[src/rtl/audio_in_recorder.sv]
// rtl/audio_in_recorder.sv - ADC FIFO drain, L/R mono mix and sequential RAM capture
// Every available pair is popped; only pairs seen in ARM/RECORD may be stored.

module audio_in_recorder #(
  parameter int ADDR_W = 16,
  parameter int DEPTH  = 10001,
  parameter int DECIM  = 1,
  parameter int SHIFT  = 14,
  parameter int THRESH = 0
) (
  input  logic              CLOCK_50,
  input  logic              resetn,
  input  logic              start,
  input  logic              stop,
  input  logic              audio_in_available,
  input  logic [31:0]       left_channel_audio_in,
  input  logic [31:0]       right_channel_audio_in,
  output logic              read_audio_in,
  output logic [ADDR_W-1:0] mem_address,
  output logic [15:0]       mem_data,
  output logic              mem_wren,
  output logic              recording,
  output logic              done,
  output logic [ADDR_W-1:0] sample_count
);

  localparam int DW = (DECIM > 1) ? $clog2(DECIM) : 1;
  localparam logic [DW-1:0]     LP_DEC_LAST  = DW'(DECIM - 1);
  localparam logic [ADDR_W-1:0] LP_LAST_ADDR = ADDR_W'(DEPTH - 1);
  localparam logic [17:0]       LP_THRESH    = 18'(THRESH);

  typedef enum logic [1:0] {S_IDLE, S_ARM, S_RECORD, S_DONE} state_t;

  state_t              r_state;
  state_t              w_next;
  logic [ADDR_W-1:0]   r_wr_ptr;
  logic [DW-1:0]       r_dec_cnt;
  logic                r_mem_wren;
  logic [ADDR_W-1:0]   r_mem_address;
  logic [15:0]         r_mem_data;

  logic signed [31:0]  w_mono32;
  logic [15:0]         w_mono16;
  logic [16:0]         w_ext;
  logic [16:0]         w_mag17;
  logic                w_trig;
  logic                w_last;
  logic                w_store;
  logic                w_clear;
  logic [DW-1:0]       w_dec_src;
  logic [DW-1:0]       w_dec_wrap;
  logic [DW-1:0]       w_dec_next;

  assign read_audio_in = audio_in_available;

  assign w_mono32 = ($signed(left_channel_audio_in) >>> 1) + ($signed(right_channel_audio_in) >>> 1);
  assign w_mono16 = 16'(w_mono32 >>> SHIFT);

  // 17-bit magnitude so that -32768 yields +32768 rather than wrapping
  assign w_ext   = {w_mono16[15], w_mono16};
  assign w_mag17 = w_mono16[15] ? (~w_ext + 17'd1) : w_ext;
  assign w_trig  = ({1'b0, w_mag17} + 18'd1) > LP_THRESH;

  assign w_last     = (r_wr_ptr == LP_LAST_ADDR);
  assign w_dec_src  = (r_state == S_ARM) ? '0 : r_dec_cnt;
  assign w_dec_wrap = (w_dec_src == LP_DEC_LAST) ? '0 : w_dec_src + DW'(1);

  always_comb begin
    w_next     = r_state;
    w_store    = 1'b0;
    w_clear    = 1'b0;
    w_dec_next = r_dec_cnt;
    case (r_state)
      S_IDLE, S_DONE: begin
        if (start && !stop) begin
          w_next  = S_ARM;
          w_clear = 1'b1;
        end
      end
      S_ARM: begin
        if (stop) begin
          w_next = S_IDLE;
        end else if (audio_in_available && w_trig) begin
          w_store    = 1'b1;
          w_dec_next = w_dec_wrap;
          w_next     = w_last ? S_DONE : S_RECORD;
        end
      end
      S_RECORD: begin
        if (audio_in_available) begin
          w_store    = (r_dec_cnt == '0);
          w_dec_next = w_dec_wrap;
        end
        if (stop || (w_store && w_last)) w_next = S_DONE;
      end
      default: w_next = S_IDLE;
    endcase
  end

  always_ff @(posedge CLOCK_50 or negedge resetn) begin
    if (!resetn) begin
      r_state       <= S_IDLE;
      r_wr_ptr      <= '0;
      r_dec_cnt     <= '0;
      r_mem_wren    <= 1'b0;
      r_mem_address <= '0;
      r_mem_data    <= '0;
    end else begin
      r_state    <= w_next;
      r_mem_wren <= w_store;
      if (w_clear) begin
        r_wr_ptr  <= '0;
        r_dec_cnt <= '0;
      end else begin
        r_dec_cnt <= w_dec_next;
        if (w_store) begin
          r_mem_address <= r_wr_ptr;
          r_mem_data    <= w_mono16;
          r_wr_ptr      <= r_wr_ptr + ADDR_W'(1);
        end
      end
    end
  end

  assign mem_address  = r_mem_address;
  assign mem_data     = r_mem_data;
  assign mem_wren     = r_mem_wren;
  assign recording    = (r_state == S_ARM) || (r_state == S_RECORD);
  assign done         = (r_state == S_DONE);
  assign sample_count = r_wr_ptr;

endmodule
[config.mk]
export PLATFORM = sky130hd
export DESIGN_NAME = audio_in_recorder
export DESIGN_NICKNAME = d
export VERILOG_FILES = /design/src/rtl/audio_in_recorder.sv
export SDC_FILE = /design/constraint.sdc
export NUM_CORES = 1
export LEC_CHECK = 0
export BUFFER_PORTS_ARGS = -buffer_cell sky130_fd_sc_hd__buf_2
export CAP_MARGIN = 10
export CORE_MARGIN = 2
export CORE_UTILIZATION = 50
export CTS_CLUSTER_DIAMETER = 50
export CTS_CLUSTER_SIZE = 14
export DETAILED_ROUTE_END_ITERATION = 12
export PLACE_DENSITY = 0.82
export SYNTH_ARGS = -nofsm -noshare
export SYNTH_HDL_FRONTEND = slang
export SYNTH_SLANG_ARGS = --single-unit
[constraint.sdc]
create_clock -name CLOCK_50 -period 2.75 [get_ports CLOCK_50]
set_clock_uncertainty 0.2 [all_clocks]
set_input_delay 0.4125 -clock CLOCK_50 [delete_from_list [all_inputs] [get_ports CLOCK_50]]
set_output_delay 0.4125 -clock CLOCK_50 [all_outputs]
set_load 0.01 [all_outputs]
# After elaboration in Yosys (flattened, before gate mapping)
# Cells that the tools add are included.
op_classes:
  add_sub_neg: 5
  magnitude_cmp: 1
  n_mux: 23
  n_reduce_logical: 13
  n_eq_ne: 10
  bitwise: 3
op_table:
  columns: ["cell", "count"]
  rows:
  - ["$mux W16", 2]
  - ["$add A30 B30 Y30", 1]
  - ["$add A17 B1 Y18 const B", 1]
  - ["$gt A18 B1 Y1 const B", 1]
  - ["$add A17 B1 Y17 const B", 1]
  - ["$mux W17", 1]
  - ["$not A17 Y17", 1]
  - ["$add A16 B1 Y16 const B", 1]
  - ["$eq A16 B14 Y1 const B", 1]
  - ["$mux W1", 13]
  - ["$mux W2", 4]
  - ["$ne A3 B2 Y1 const B", 2]
  - ["$ne A3 B3 Y1 const B", 2]
  - ["$pmux W2 S3", 1]
  - ["$eq A2 B2 Y1 const B", 2]
  - ["$ne A2 B2 Y1 const B", 2]
  - ["$pmux W1 S2", 2]
  - ["$reduce_and A4 Y1", 1]
  - ["$logic_and A1 B1 Y1", 3]
  - ["$reduce_and A3 Y1", 1]
  - ["$reduce_bool A3 Y1", 1]
  - ["$eq A2 B1 Y1 const B", 1]
  - ["$logic_not A2 Y1", 1]
  - ["$logic_or A1 B1 Y1", 2]
  - ["6 further kinds", 7]
totals:
  input_bits: 69
  word_cells: 61
  reg_bits: 52

# Longest topological paths before layout
depth:
  word_depth: 12
  depth_mapped: 11
  mapped_depth_nobuf: 11

# Least setup slack after synthesis
# Ideal clock, no wire load.
synth_timing:
  path_kind: "input -> register"
  startpoint: "input left_channel_audio_in[3]"
  endpoint: "register r_mem_data[14], in the netlist mem_data[14]"
  arrival_ps: 2195
  slack_ps: 216
  cell_stages: 9
  path_cell_list: "ha_1 -> and4_1 -> o311a_1 -> a221oi_2 -> o221a_4 -> o21a_4 -> o21ai_4 -> a21oi_2 -> o311ai_2"
synth_via:
  elab_chain_len: 11
synth_rtl:
  columns: ["item", "line", "source"]
  rows:
  - ["start: declaration", "16", "input logic [31:0] left_channel_audio_in,"]
  - ["$add A30 B30 Y30 *", "56", "assign w_mono32 = ($signed(left_channel_audio_in) >>> 1) + ($signed(right_channel_audio_in) >>> 1);"]
  - ["$not A17 Y17", "61", "assign w_mag17 = w_mono16[15] ? (~w_ext + 17'd1) : w_ext;"]
  - ["$add A17 B1 Y17", "61", null]
  - ["$mux W17", "61", null]
  - ["$add A17 B1 Y18", "62", "assign w_trig = ({1'b0, w_mag17} + 18'd1) > LP_THRESH;"]
  - ["$gt A18 B1 Y1", "62", null]
  - ["$logic_and A1 B1 Y1", "83", "end else if (audio_in_available && w_trig) begin"]
  - ["$mux W1", "83", null]
  - ["$mux W1", "81", "if (stop) begin"]
  - ["$pmux W1 S2", "73", "case (r_state)"]
  - ["$reduce_and A2 Y1 (no source line)", null, null]
  - ["end signal: assignment", "118", "r_mem_data <= w_mono16;"]
  - ["end: declaration", "40", "logic [15:0] r_mem_data;"]
# Every way passes the cells marked *; elsewhere a longest branch is shown, timed or not.
# A chain may end at the register's enable or synchronous reset.

# Worst setup path after layout
layout_timing:
  startpoint: "register r_state[0]"
  endpoint: "register r_wr_ptr[15], in the netlist sample_count[15]"
layout_via:
  elab_chain_len: 4
  elab_cells_between_ends: 9
layout_rtl:
  columns: ["item", "line", "source"]
  rows:
  - ["start: declaration", "34", "state_t r_state;"]
  - ["start signal: assignment", "109", "r_state <= w_next;"]
  - ["$eq A2 B2 Y1 or $logic_not A2 Y1 (tied branches)", "73", null]
  - ["$reduce_or A2 Y1", "73", null]
  - ["$mux W1", "73", null]
  - ["$mux W16 or $reduce_bool A2 Y1 (tied branches)", null, null]
  - ["end signal: assignment", "119", "r_wr_ptr <= r_wr_ptr + ADDR_W'(1);"]
  - ["end: declaration", "36", "logic [ADDR_W-1:0] r_wr_ptr;"]
# Parallel ways exist; a longest one is shown, timed or not.

==> summary.md <==
| Metric | Value |
|---|---|
| Max Cap Viol | `0` |
| Sequential area share after synthesis | `39.4%` |
| RSZ-0062 raised after global routing | `no` |
| Largest net degree at the start of global routing | `52` |
| HP Class | `primary input to flip-flop` |
| Num Clock Sinks | `51` |
| Setup WS post-layout | `0.197 ns` |
| Slew margin rel. | `67.2%` |
| Die ar. | `0.00713 sq mm` |
| Sequential Power Share | `41.9%` |
| Power Internal | `1490 uW` |
| Clock power share | `19.3%` |
| Pre-CTS WS | `-0.0710 ns` |
| ANT cells | `0` |
| Synthesized cell area | `0.00324 sq mm` |
| Worst-path clk slew | `0.11 ns` |
| Leakage | `0.00223 uW` |
| Vias per cell | `5.35` |
| Worst Tran Pin Value | `0.492 ns` |
| # fillers | `565` |
| Distinct cell type count after synthesis | `50` |
| GPL Wtd Cong | `0.929` |
| Crit path required time | `2.81 ns` |
| Final period util | `92.8%` |
| Syn nets | `466` |
| Yosys warning count | `0` |
| GR Overflow Total | `0` |
| Post-CTS Setup Repair Bufs | `0` |
| Fin crit period | `2.55 ns` |
| Critical Path AT | `2.61 ns` |
| DP Area | `0.00396 sq mm` |
| Proportion of layout cells with a drive suffix above 1 | `30.8%` |
| CP Max Fanout | `12` |
| PortBufs | `116` |
| Area delta synth->final | `25.5%` |
| Hpwl dp | `5840 um` |
| Post-CTS Hold Fix Bufs | `1` |
| Worst Hold Path Cells | `3` |
| Critical Path End Type | `flip-flop` |
| Clock latency on the worst-skew pair | `0.31 ns` |
| Hold Startpoint | `stop` |
| CTS Buffer Depth | `2` |
| Maximum clock rate | `0.392 GHz` |
| Number of synthesized flops with an enable pin | `0` |
| PD cells | `587 mW/mm^2` |
| # nets final | `591` |
| Final setup vio count | `0` |
| Initial drt markers | `117` |
| Post-Syn Instances | `364` |
| Logic gate share of total power | `38.9%` |
| CP Launch Type | `flip-flop` |
| Die Width | `84.4 um` |
| Utilization after layout | `64.3%` |
| Yosys top cell area share | `39.4%` |
| Most common library cells after synthesis | `81 x nand2_1, 51 x dfrtp_1, 33 x ha_1` |
| Most common cell in the synthesized netlist | `nand2_1` |
| Worst r2r dst | `sample_count[15]$_DFFE_PN0P_` |
| Largest cells by area after synthesis | `dfrtp_1 39%, ha_1 13%, nand2_1 9.4%, a21oi_1 3.9%, xnor2_1 3.5%` |
| Hold EP | `r_state[1]$_DFFE_PN0P_` |
| Reg2reg start | `r_state[0]$_DFFE_PN0P_` |
| First-pass GRT wire length | `12500 um` |
| Largest area contributor in the netlist | `dfrtp_1` |
| Total I/O pin count | `121` |
| #FFs+latches synth | `51` |
| Die Y | `84.4 um` |
| H-tree depth | `2` |
| Initial DRT Pass Iterations | `4` |
| Design Area, Final | `0.00406 sq mm` |
| Sw power | `892 uW` |
| Critical path class | `flip-flop to flip-flop` |
| Placeable core area | `0.00631 sq mm` |
| Final count of pins violating max slew | `0` |
| Starting density of the core | `51.2%` |
| Peak supply drop | `0.436 mV` |
| Via count | `3032` |
| CTS tree | `built` |
| Detailed-route DRC error count | `0` |
| Final hold violation count | `0` |
| Total Wirelength | `7370 um` |
| CTS Buf Count | `5` |
| Synth async-reset ratio | `100%` |
| Tot GR Track Use | `21.2%` |
| R2r setup slk | `0.20 ns` |
| CTS resizes | `0` |
| DRT antenna net count | `0` |
| Most used DFF post-synth | `dfrtp_1` |
| Sw frac | `37.4%` |
| CTS root buf | `clkbuf_8` |
| Tot Pwr | `2380 uW` |
| Initial antenna violation count | `0` |
| Row Count | `29` |
| Syn Area/Cell | `8.89 sq um` |
| R2R depth | `10` |
| Status | `completed` |
| Vias in the first global route | `2852` |
| WL per Instance | `13.0 um` |
## state kept, by name (all words and copies together) (netlist names)
register      flops
mem_address      16
mem_data         16
mem_wren          1
r_state           2
sample_count     16
## metrics by stage
stage / hold slack [ns] / std cells / TNS (ns)
6_report: 0.243 / 567 / 0
5_1_grt: 0.282 / 567 / 0
4_1_cts: 0.241 / 567 / 0
3_5_place_dp: 0.110 / 558 / -0.375
3_3_place_gp: 0.108 / 558 / -0.0112
2_1_floorplan: -0.0831 / 364 / 0
## layout by cell type (no fill, tap or decap), drive strengths merged, types with 9 or more instances in the layout
cell type	instances
a21o	10
a21oi	26
buf	127
dfrtp	51
ha	33
inv	20
nand2	81
nand4	9
nor2	18
o21ai	33
xnor2	13
xor2	13
## critical path: stages (launching register included)
cell,delay [ns]
dfrtp_1,0.41
inv_1,0.06
ha_1,0.33
a21oi_1,0.22
nand2_2,0.10
inv_2,0.17
nand4_1,0.26
nor2_1,0.33
nand4_1,0.16
xor2_1,0.16
nor2_1,0.08
## metal layers
layer	global-route usage (%)	up-vias	share of wire, %
met5	0	-	0
met4	7.36	0	1.3
met3	3.54	8	5.6
met2	38.1	94	50
met1	25.6	1410	43
li1	-	1520	-
## power groups by stage
stage / registers (uW) / logic [uW] / clock network (uW)
after floorplan: 1060 / 522 / 0
after global placement: 1010 / 906 / 0
after detailed placement: 1010 / 941 / 0
after CTS: 999 / 941 / 471
after global routing: 1020 / 1050 / 490
final: 998 / 926 / 459
## how the worst max path moves through the flow
stage	from	to	slack, ns	cells past startpoint
floorplan	left_channel_audio_in[3]	mem_data[14]$_DFFE_PN0P_	0.22	9
global placement	left_channel_audio_in[3]	mem_data[14]$_DFFE_PN0P_	-0.01	10
detailed placement	left_channel_audio_in[3]	mem_data[14]$_DFFE_PN0P_	-0.07	10
CTS	r_state[0]$_DFFE_PN0P_	sample_count[15]$_DFFE_PN0P_	0.23	10
global route	r_state[0]$_DFFE_PN0P_	sample_count[11]$_DFFE_PN0P_	0.05	10
finish	r_state[0]$_DFFE_PN0P_	sample_count[15]$_DFFE_PN0P_	0.20	10
## logic make-up (layout without fill, tap and decap cells)
kind of cell / count (synthesis) / in the layout / synth area share [%]
compound gates: 90 / 90 / 18.8
xor+xnor: 26 / 26 / 7.04
fa+ha+maj: 33 / 33 / 12.8
buf+inv: 28 / 154 / 3.36
flops: 51 / 51 / 39.4
simple gates: 136 / 136 / 18.6
## area by class of cell
class	instances	area [sq um]	share of cell area (%)
clock buffer	5	68.8	1.69
sequential	51	1280	31.4
timing repair buffer	128	673	16.6
tap	77	96.3	2.37
clock inverter	3	26.3	0.647
multi-input combinational	285	1850	45.6
inverter	18	67.6	1.66
Power figures use the tool's default switching activity.
